`config.mk`:
```
export PLATFORM = sky130hd
export DESIGN_NAME = dso_cmd_ctrl_n_flat
export DESIGN_NICKNAME = d
export VERILOG_FILES = /design/src/rtl/dso_cmd_ctrl_n_if.sv /design/src/rtl/dso_cmd_ctrl_n.sv /design/src/flat_wrapper.sv
export SDC_FILE = /design/constraint.sdc
export NUM_CORES = 1
export LEC_CHECK = 0
export CAP_MARGIN = 20
export CELL_PAD_IN_SITES_DETAIL_PLACEMENT = 1
export CELL_PAD_IN_SITES_GLOBAL_PLACEMENT = 2
export CORE_MARGIN = 8
export CORE_UTILIZATION = 39
export CTS_CLUSTER_DIAMETER = 50
export CTS_CLUSTER_SIZE = 30
export DETAILED_ROUTE_END_ITERATION = 6
export PLACE_DENSITY = 0.95
export SLEW_MARGIN = 20
export SYNTH_ARGS = -nofsm -noshare
export SYNTH_HDL_FRONTEND = slang
export SYNTH_SLANG_ARGS = --single-unit
```
`constraint.sdc`:
```
create_clock -name clk -period 16.82 [get_ports clk]
set_clock_uncertainty 0.1 [all_clocks]
set_input_delay 3.364 -clock clk [delete_from_list [all_inputs] [get_ports clk]]
set_output_delay 3.364 -clock clk [all_outputs]
set_load 0.02 [all_outputs]
```
`src/rtl/dso_cmd_ctrl_n_if.sv`:
```
// Host-command, SPI, response and trace-RAM signals of the DSO command processor.
// The master modport is the command processor side.
interface dso_cmd_ctrl_n_if #(
    parameter int ADDR_W = 9
);
    logic [23:0]       cmd;
    logic              cmd_rdy;
    logic              clr_cmd_rdy;
    logic [15:0]       SPI_data;
    logic [2:0]        ss;
    logic              wrt_SPI;
    logic              SPI_done;
    logic [7:0]        EEP_data;
    logic              send_resp;
    logic [7:0]        resp_data;
    logic              resp_sent;
    logic [ADDR_W-1:0] trace_end;
    logic [1:0]        ch_sel;
    logic [ADDR_W-1:0] addr;
    logic [7:0]        rdata;

    modport master (
        input  cmd, cmd_rdy, SPI_done, EEP_data, resp_sent, trace_end, rdata,
        output clr_cmd_rdy, SPI_data, ss, wrt_SPI, send_resp, resp_data, ch_sel, addr
    );

    modport slave (
        output cmd, cmd_rdy, SPI_done, EEP_data, resp_sent, trace_end, rdata,
        input  clr_cmd_rdy, SPI_data, ss, wrt_SPI, send_resp, resp_data, ch_sel, addr
    );
endinterface

```
`src/rtl/dso_cmd_ctrl_n.sv`:
```
// DSO command processor: decodes host commands into AFE pot / EEPROM SPI transactions
// and streams calibrated channel traces back to the host.
module dso_cmd_ctrl_n #(
    parameter int         NUM_CH = 4,
    parameter int         DEPTH  = 512,
    parameter int         ADDR_W = $clog2(DEPTH),
    parameter logic [2:0] EEP_SS = 3'd6
) (
    input logic              clk,
    input logic              rst,
    dso_cmd_ctrl_n_if.master bus
);
    localparam logic [3:0] IDLE      = 4'd0;
    localparam logic [3:0] SPI_WAIT  = 4'd1;
    localparam logic [3:0] EEP_RD2   = 4'd2;
    localparam logic [3:0] CAL_A     = 4'd3;
    localparam logic [3:0] CAL_B     = 4'd4;
    localparam logic [3:0] CAL_C     = 4'd5;
    localparam logic [3:0] D_ADDR    = 4'd6;
    localparam logic [3:0] D_CALC    = 4'd7;
    localparam logic [3:0] D_WAIT    = 4'd8;
    localparam logic [3:0] RESP_WAIT = 4'd9;

    localparam logic [3:0] OP_DUMP = 4'd1;
    localparam logic [3:0] OP_GAIN = 4'd2;
    localparam logic [3:0] OP_TRIG = 4'd3;
    localparam logic [3:0] OP_WEEP = 4'd8;
    localparam logic [3:0] OP_REEP = 4'd9;

    localparam int                CNT_W     = ADDR_W + 1;
    localparam logic [ADDR_W-1:0] LAST_ADDR = ADDR_W'(DEPTH - 1);

    logic [3:0]        state;
    logic [19:0]       cmd_q;
    logic [2:0]        gain [4];
    logic [7:0]        off;
    logic [7:0]        cgain;
    logic [CNT_W-1:0]  remain;
    logic [ADDR_W-1:0] addr_q;
    logic [1:0]        ch_sel_q;
    logic [15:0]       spi_q;
    logic [2:0]        ss_q;
    logic              wrt_q;
    logic              send_q;
    logic [7:0]        resp_q;

    logic [3:0]        op_in;
    logic [1:0]        ch_in;
    logic              ch_bad;
    logic [7:0]        gval;
    logic [CNT_W-1:0]  dump_len;
    logic [ADDR_W-1:0] oldest;
    logic [ADDR_W-1:0] next_addr;
    logic signed [9:0]  diff;
    logic signed [18:0] prod;
    logic signed [11:0] scaled;
    logic [7:0]         corr;

    assign bus.clr_cmd_rdy = (state == IDLE) && bus.cmd_rdy && !rst;
    assign bus.SPI_data    = spi_q;
    assign bus.ss          = ss_q;
    assign bus.wrt_SPI     = wrt_q;
    assign bus.send_resp   = send_q;
    assign bus.resp_data   = resp_q;
    assign bus.ch_sel      = ch_sel_q;
    assign bus.addr        = addr_q;

    always_comb begin
        op_in  = bus.cmd[19:16];
        ch_in  = bus.cmd[9:8];
        ch_bad = ({30'b0, ch_in} >= 32'(NUM_CH));
        case (bus.cmd[12:10])
            3'd0:    gval = 8'h02;
            3'd1:    gval = 8'h05;
            3'd2:    gval = 8'h09;
            3'd3:    gval = 8'h14;
            3'd4:    gval = 8'h28;
            3'd5:    gval = 8'h46;
            3'd6:    gval = 8'h6B;
            default: gval = 8'hDD;
        endcase
        if (cmd_q[7:0] == 8'h00 || {24'b0, cmd_q[7:0]} >= 32'(DEPTH))
            dump_len = CNT_W'(DEPTH);
        else
            dump_len = CNT_W'(cmd_q[7:0]);
        oldest    = (bus.trace_end == LAST_ADDR) ? '0 : bus.trace_end + ADDR_W'(1);
        next_addr = (addr_q == LAST_ADDR) ? '0 : addr_q + ADDR_W'(1);
    end

    // Offset is two's complement, gain is unsigned Q1.7; clamp instead of wrapping.
    always_comb begin
        diff   = $signed({2'b00, bus.rdata}) - $signed({{2{off[7]}}, off});
        prod   = diff * $signed({1'b0, cgain});
        scaled = 12'(prod >>> 7);
        if (scaled < 12'sd0)
            corr = '0;
        else if (scaled > 12'sd255)
            corr = '1;
        else
            corr = scaled[7:0];
    end

    always_ff @(posedge clk or posedge rst) begin
        if (rst) begin
            state    <= IDLE;
            cmd_q    <= '0;
            off      <= '0;
            cgain    <= '0;
            remain   <= '0;
            addr_q   <= '0;
            ch_sel_q <= '0;
            spi_q    <= '0;
            ss_q     <= '0;
            wrt_q    <= 1'b0;
            send_q   <= 1'b0;
            resp_q   <= 8'hA5;
            for (int unsigned i = 0; i < 4; i++)
                gain[i] <= '0;
        end else begin
            wrt_q  <= 1'b0;
            send_q <= 1'b0;
            case (state)
                IDLE: begin
                    if (bus.cmd_rdy) begin
                        cmd_q <= bus.cmd[19:0];
                        case (op_in)
                            OP_DUMP: begin
                                if (ch_bad) begin
                                    resp_q <= 8'hEE;
                                    send_q <= 1'b1;
                                    state  <= RESP_WAIT;
                                end else begin
                                    ch_sel_q <= ch_in;
                                    ss_q     <= EEP_SS;
                                    spi_q    <= {2'b00, ch_in, gain[ch_in], 1'b0, 8'h00};
                                    wrt_q    <= 1'b1;
                                    state    <= CAL_A;
                                end
                            end
                            OP_GAIN: begin
                                if (ch_bad) begin
                                    resp_q <= 8'hEE;
                                    send_q <= 1'b1;
                                    state  <= RESP_WAIT;
                                end else begin
                                    ss_q  <= 3'd1 + {1'b0, ch_in};
                                    spi_q <= {8'h13, gval};
                                    wrt_q <= 1'b1;
                                    state <= SPI_WAIT;
                                end
                            end
                            OP_TRIG: begin
                                ss_q  <= 3'd0;
                                spi_q <= {8'h13, bus.cmd[7:0]};
                                wrt_q <= 1'b1;
                                state <= SPI_WAIT;
                            end
                            OP_WEEP: begin
                                ss_q  <= EEP_SS;
                                spi_q <= {2'b01, bus.cmd[13:0]};
                                wrt_q <= 1'b1;
                                state <= SPI_WAIT;
                            end
                            OP_REEP: begin
                                ss_q  <= EEP_SS;
                                spi_q <= {2'b00, bus.cmd[13:8], 8'h00};
                                wrt_q <= 1'b1;
                                state <= SPI_WAIT;
                            end
                            default: begin
                                resp_q <= 8'hEE;
                                send_q <= 1'b1;
                                state  <= RESP_WAIT;
                            end
                        endcase
                    end
                end
                SPI_WAIT: begin
                    if (bus.SPI_done) begin
                        if (cmd_q[19:16] == OP_REEP) begin
                            spi_q <= '0;
                            wrt_q <= 1'b1;
                            state <= EEP_RD2;
                        end else begin
                            if (cmd_q[19:16] == OP_GAIN)
                                gain[cmd_q[9:8]] <= cmd_q[12:10];
                            resp_q <= 8'hA5;
                            send_q <= 1'b1;
                            state  <= RESP_WAIT;
                        end
                    end
                end
                EEP_RD2: begin
                    if (bus.SPI_done) begin
                        resp_q <= bus.EEP_data;
                        send_q <= 1'b1;
                        state  <= RESP_WAIT;
                    end
                end
                // EEP_data always reflects the read issued one transaction earlier.
                CAL_A: begin
                    if (bus.SPI_done) begin
                        spi_q <= {spi_q[15:9], 1'b1, 8'h00};
                        wrt_q <= 1'b1;
                        state <= CAL_B;
                    end
                end
                CAL_B: begin
                    if (bus.SPI_done) begin
                        off   <= bus.EEP_data;
                        spi_q <= '0;
                        wrt_q <= 1'b1;
                        state <= CAL_C;
                    end
                end
                CAL_C: begin
                    if (bus.SPI_done) begin
                        cgain  <= bus.EEP_data;
                        addr_q <= oldest;
                        remain <= dump_len;
                        state  <= D_ADDR;
                    end
                end
                D_ADDR: state <= D_CALC;
                D_CALC: begin
                    resp_q <= corr;
                    send_q <= 1'b1;
                    state  <= D_WAIT;
                end
                D_WAIT: begin
                    if (bus.resp_sent) begin
                        if (remain == CNT_W'(1)) begin
                            state <= IDLE;
                        end else begin
                            remain <= remain - CNT_W'(1);
                            addr_q <= next_addr;
                            state  <= D_ADDR;
                        end
                    end
                end
                RESP_WAIT: begin
                    if (bus.resp_sent)
                        state <= IDLE;
                end
                default: state <= IDLE;
            endcase
        end
    end
endmodule
```
`src/flat_wrapper.sv`:
```
// flat-port wrapper written by rule: the top's interface ports become plain ports
module dso_cmd_ctrl_n_flat 
#(
    parameter int         NUM_CH = 4,
    parameter int         DEPTH  = 512,
    parameter int         ADDR_W = $clog2(DEPTH),
    parameter logic [2:0] EEP_SS = 3'd6
)
  (clk, rst, bus_cmd, bus_cmd_rdy, bus_SPI_done, bus_EEP_data, bus_resp_sent, bus_trace_end, bus_rdata, bus_clr_cmd_rdy, bus_SPI_data, bus_ss, bus_wrt_SPI, bus_send_resp, bus_resp_data, bus_ch_sel, bus_addr);
  dso_cmd_ctrl_n_if #(.ADDR_W(ADDR_W)) bus_i ();
  input logic clk;
  input logic rst;
  input wire logic [$bits(bus_i.cmd)-1:0] bus_cmd;
  input wire logic [$bits(bus_i.cmd_rdy)-1:0] bus_cmd_rdy;
  input wire logic [$bits(bus_i.SPI_done)-1:0] bus_SPI_done;
  input wire logic [$bits(bus_i.EEP_data)-1:0] bus_EEP_data;
  input wire logic [$bits(bus_i.resp_sent)-1:0] bus_resp_sent;
  input wire logic [$bits(bus_i.trace_end)-1:0] bus_trace_end;
  input wire logic [$bits(bus_i.rdata)-1:0] bus_rdata;
  output wire logic [$bits(bus_i.clr_cmd_rdy)-1:0] bus_clr_cmd_rdy;
  output wire logic [$bits(bus_i.SPI_data)-1:0] bus_SPI_data;
  output wire logic [$bits(bus_i.ss)-1:0] bus_ss;
  output wire logic [$bits(bus_i.wrt_SPI)-1:0] bus_wrt_SPI;
  output wire logic [$bits(bus_i.send_resp)-1:0] bus_send_resp;
  output wire logic [$bits(bus_i.resp_data)-1:0] bus_resp_data;
  output wire logic [$bits(bus_i.ch_sel)-1:0] bus_ch_sel;
  output wire logic [$bits(bus_i.addr)-1:0] bus_addr;
  assign bus_i.cmd = bus_cmd;
  assign bus_i.cmd_rdy = bus_cmd_rdy;
  assign bus_i.SPI_done = bus_SPI_done;
  assign bus_i.EEP_data = bus_EEP_data;
  assign bus_i.resp_sent = bus_resp_sent;
  assign bus_i.trace_end = bus_trace_end;
  assign bus_i.rdata = bus_rdata;
  assign bus_clr_cmd_rdy = bus_i.clr_cmd_rdy;
  assign bus_SPI_data = bus_i.SPI_data;
  assign bus_ss = bus_i.ss;
  assign bus_wrt_SPI = bus_i.wrt_SPI;
  assign bus_send_resp = bus_i.send_resp;
  assign bus_resp_data = bus_i.resp_data;
  assign bus_ch_sel = bus_i.ch_sel;
  assign bus_addr = bus_i.addr;
  dso_cmd_ctrl_n #(.NUM_CH(NUM_CH), .DEPTH(DEPTH), .ADDR_W(ADDR_W), .EEP_SS(EEP_SS)) u_core (.clk(clk), .rst(rst), .bus(bus_i));
endmodule
```
==> Word-level counts from Yosys, hierarchy flattened <==
Index checks and enable logic that the tools add are counted.
{ "totals": {"ff_bits": 102, "input_bits": 54, "word_cells": 154} }
{ "op_classes": {"addsub": 5, "n_mul": 1, "magnitude_cmp": 5, "eq_ne": 38, "muxes": 57, "bitwise_logic": 4, "reduce_logical": 27} }
{ "op_table": {"columns": ["operator", "count"], "rows": [
  ["$pmux 16 s5", 1],
  ["$mux 16", 4],
  ["$pmux 16 s4", 1],
  ["$mux 8", 7],
  ["$pmux 8 s7", 1],
  ["$mux 9", 6],
  ["$mux 10", 4],
  ["$pmux 4 s10", 1],
  ["$mux 4", 9],
  ["$pmux 8 s4", 1],
  ["$ne 2x2->1 const B", 11],
  ["$eq 4x2->1 const B", 5],
  ["$eq 4x4->1 const B", 5],
  ["$pmux 10 s2", 1],
  ["$mul 10x9->19", 1],
  ["$add 9x1->9 const B", 2],
  ["$eq 9x9->1 const B", 2],
  ["$pmux 9 s2", 1],
  ["$eq 4x3->1 const B", 4],
  ["$reduce_and 7->1", 2],
  ["$bwmux 12", 1],
  ["$gt 12x9->1 const B", 1],
  ["$lt 12x1->1 const B", 1],
  ["$mux 3", 4],
  ["other kinds (38)", 61]
]} }

==> Longest topological paths before layout <==
{ "logic_depth": {"word_depth": 7, "ltp_mapped": 27, "ltp_nobuf": 27} }

==> Worst setup path after synthesis <==
OpenSTA, ideal clock, no wires.
{ "synth_timing": {"path_kind": "input -> register", "from": "input port bus_rdata[0]", "to": "register u_core.resp_q[1] (netlist: u_core.bus.resp_data[1])", "setup_time_ps": 123, "arrival_ps": 9169, "required_time_ps": 16597, "slack_ps": 7429, "path_stages": 27, "path_buffers": 1, "cell_sequence": "inv_1 ha_1 inv_1 fa_1 a21o_1 a21oi_1 o21bai_1 a21oi_1 o21ai_0 xnor2_1 nand2_1 fa_1 inv_1 fa_1 fa_1 inv_1 fa_1 inv_1 ha_1 clkbuf_1 a21o_1 a31oi_1 and4_4 or3_4 nand4_4 or3_1 o221a_2"} }
{ "synth_between": {"elab_chain_cells": 6} }
{ "synth_lines": {"columns": ["item", "line_no", "source"], "rows": [
  ["start, declared", "flat_wrapper.sv:19", "input wire logic [$bits(bus_i.rdata)-1:0] bus_rdata;"],
  ["$sub 9x8->10 *", "dso_cmd_ctrl_n.sv:92", "diff = $signed({2'b00, bus.rdata}) - $signed({{2{off[7]}}, off});"],
  ["$mul 10x9->19 *", "dso_cmd_ctrl_n.sv:93", "prod = diff * $signed({1'b0, cgain});"],
  ["$gt 12x9->1", "dso_cmd_ctrl_n.sv:97", "else if (scaled > 12'sd255)"],
  ["$mux 8", "dso_cmd_ctrl_n.sv:97", null],
  ["$mux 8 *", "dso_cmd_ctrl_n.sv:95", "if (scaled < 12'sd0)"],
  ["$pmux 8 s4 *", "dso_cmd_ctrl_n.sv:122", "case (state)"],
  ["end signal, assigned", "dso_cmd_ctrl_n.sv:195", "resp_q <= bus.EEP_data;"],
  ["end signal, assigned", "dso_cmd_ctrl_n.sv:226", "resp_q <= corr;"],
  ["end, declared", "dso_cmd_ctrl_n.sv:45", "logic [7:0] resp_q;"]
]} }
Mark *: on every way between the ends. The rest lies on a longest branch, timed or not.
A chain may end at the register's enable or synchronous reset.

==> Final worst setup path <==
Same ends and word-level chain as after synthesis.

==> results.yml <==
outcome:
  outcome: "finished, final reports clean"
critical_path:
  cp_data_required_time_ps: 16960
  r2r-end: "u_core.bus.resp_data[1]$_DFFE_PP0P_"
  ff2ff_path_depth: 25
  worst_setup_path_start_kind: "input port"
  path_class: "input port to flip-flop"
  cp_max_fo: 8
  r2r_start: "u_core.off[0]$_DFFE_PP0P_"
  reg2reg_slack_ps: 9660
  cp-end-kind: "flip-flop"
  critPathArrivalTime_ps: 10410
timing:
  maxSlewHeadroom: 0.377
  hold_violations: 0
  tightest_slew_ps: 932
  period_share: 0.610
  fin_crit_ps: 10260
  grt_setup_unrepaired: "false"
  drv_slew: 0
  setup_viol: 0
  fmax_mhz: 97.4
  tns_ps: 0
floorplan:
  die_area_sq_um: 28000
  coreArea_sq_um: 22600
  ioPinCount: 95
  std_cell_rows: 55
  die-height_um: 167
  die_w_um: 167
  initial_core_util: 0.396
logic_synthesis:
  ys_seq_elements: 98
  synth_top_family_by_area: "adder cells"
  synthXorXnorAreaFrac: 0.0371
  synthAdderAreaFrac: 0.212
  synthMuxAreaShare: 0.0803
  syn_nets: 1143
  synthesis.area_sq_um: 8930
  synth_simple_gate_area_share: 0.181
  synthTopCellsByCount: "inv_1 (114), dfrtp_1 (94), nand2_1 (91)"
  ys.flop_type: "dfrtp_1"
  synthArstFlopShare: 1.00
  yosys_warnings: 0
  synth_enable_flop_cells: 0
  syn_area_per_cell_sq_um: 9.18
  synth_compound_area_frac: 0.145
  synth_seq_area_share: 0.275
  ys_top_cells_by_area: "dfrtp_1 (26%), fa_1 (13%), ha_1 (8.1%)"
  postSynthCellCount: 973
  netlist.area_leader.share: 0.263
  yosys.area.top_type: "dfrtp_1"
  ys_types: 78
  yosysMostFrequentCell: "inv_1"
routing:
  num_vias: 7257
  antenna_left: 0
  drc: 0
  met1_length_mm: 11.8
  wl_met2_mm: 11.5
  routed.top_layer: "met4"
  drtPass1Iterations: 4
  drt_iter0_drc: 341
  wl_mm: 24.4
  met3_wirelength_um: 848
  viasPerCell: 5.48
  wl_per_cell_um: 18.4
final_layout:
  area_delta_synth_final_pct: 15.5
  final_cells: 1324
  antennaDiodeCount: 0
  drive_gt1_frac: 0.103
  layout.nets: 1204
min_path:
  min_to: "u_core.bus.ss[2]$_DFFE_PP0P_"
  hold_class: "flip-flop to flip-flop"
  holdPathStages: 2
  min_from: "u_core.bus.ss[2]$_DFFE_PP0P_"
global_routing:
  grt_max_degree: 68
  grt_first_pass_wirelength_mm: 40.9
  grt_remaining_overflow: 0
  grt_pass1_vias: 7887
  antenna_found_initial: 0
  grt_use_total: 0.177
cts:
  worstSkewPairLatency_ps: 360
  cts_root_buf: "clkbuf_16"
  clk_pin_slew_ps: 70
  cts_inserted_buffers: 9
  cts_buffer_depth: 2
  postCtsSetupRepairBufs: 0
  clock-sinks: 98
  htreeDepth: 3
  cts_resized: 0
  ctsHoldBuffers: 0
  cts_tree: "yes"
placed_design:
  dp.cells: 1308
  portBuffers: 87
  place.gp.congestion: 0.823
  hpwl_mm: 19.3
job:
  cap_violations: 0
## worst max path at each step
stage | start | endpoint | slack, ps | depth (start not counted)
floorplan | bus_rdata[0] | u_core.bus.resp_data[1]$_DFFE_PP0P_ | 7430 | 27
global placement | bus_rdata[0] | u_core.bus.resp_data[1]$_DFFE_PP0P_ | 6280 | 26
detailed placement | bus_rdata[0] | u_core.bus.resp_data[1]$_DFFE_PP0P_ | 6150 | 26
CTS | bus_rdata[0] | u_core.bus.resp_data[1]$_DFFE_PP0P_ | 6550 | 26
global route | bus_rdata[0] | u_core.bus.resp_data[1]$_DFFE_PP0P_ | 6230 | 26
finish | bus_rdata[0] | u_core.bus.resp_data[1]$_DFFE_PP0P_ | 6560 | 27
## cell families after synthesis
logic type,after synthesis
simple gates,309
other cells,1
compound gates,194
buf+inv,156
fa+ha+maj,117
xor+xnor,37
mux,61
flops,98
## area by class of cell
cell class	instances	area [sq um]
Fill cell	2619	12300
Multi-Input combinational cell	719	5860
Sequential cell	98	2460
Timing Repair Buffer	92	908
Inverter	114	430
Tap cell	285	357
Clock buffer	10	239
Clock inverter	6	57.6
## state kept, by name (all words and copies together), names as in the netlist, 3 cells and up
| signal | flops |
|---|---|
| u_core.cgain | 8 |
| u_core.gain | 12 |
| u_core.off | 8 |
| u_core.bus.ss | 3 |
| u_core.remain | 10 |
| u_core.bus.SPI_data | 15 |
| u_core.bus.resp_data | 8 |
| u_core.state | 4 |
| u_core.bus.addr | 9 |
| u_core.cmd_q | 17 |
## critical path: stages
cell	delay, ps
clkdlybuf4s50_1	410
inv_1	60
ha_1	160
inv_1	60
fa_1	390
a21o_1	180
a21oi_1	250
o21bai_1	110
a21oi_1	220
o21ai_0	140
xnor2_1	530
nand2_1	150
fa_1	510
inv_1	60
fa_1	510
fa_1	500
inv_1	50
fa_1	550
inv_1	50
ha_1	360
and2_1	220
a32oi_2	420
and4_4	340
or3_4	140
nand4_4	150
or3_1	410
o221a_2	130
## layout by cell type (no fill, tap or decap), types with 20 or more instances in the layout
| cell type | instances |
|---|---|
| inv_1 | 113 |
| dfrtp_1 | 94 |
| nand2_1 | 91 |
| clkdlybuf4s50_1 | 87 |
| nor2_1 | 64 |
| fa_1 | 58 |
| ha_1 | 58 |
| mux2_2 | 55 |
| a21oi_1 | 47 |
| o21ai_0 | 46 |
| and2_1 | 42 |
| xnor2_1 | 26 |
| nor3_1 | 20 |
| a21o_1 | 20 |
## metal layers
| metal | GRT usage | vias to the layer above |
|---|---|---|
| li1 | - | 3446 |
| met1 | 0.235 | 3696 |
| met2 | 0.293 | 93 |
| met3 | 0.0360 | 22 |
| met4 | 0.0365 | 0 |
| met5 | 0 | - |
## through the flow
| stage | hold WS [ps] | instance area [sq um] | setup slack, ps | util |
|---|---|---|---|---|
| 2_1_floorplan | 351 | 8930 | 7430 | - |
| 3_3_place_gp | 364 | 10000 | 6280 | 0.444 |
| 3_5_place_dp | 381 | 10000 | 6150 | 0.444 |
| 4_1_cts | 398 | 10300 | 6550 | 0.457 |
| 5_1_grt | 406 | 10300 | 6230 | 0.457 |
| 6_report | 391 | 10300 | 6560 | 0.457 |
Power is left out: the tool's default activity adds up to more than one toggle a clock period on the data nets, which glitch-free logic cannot reach.
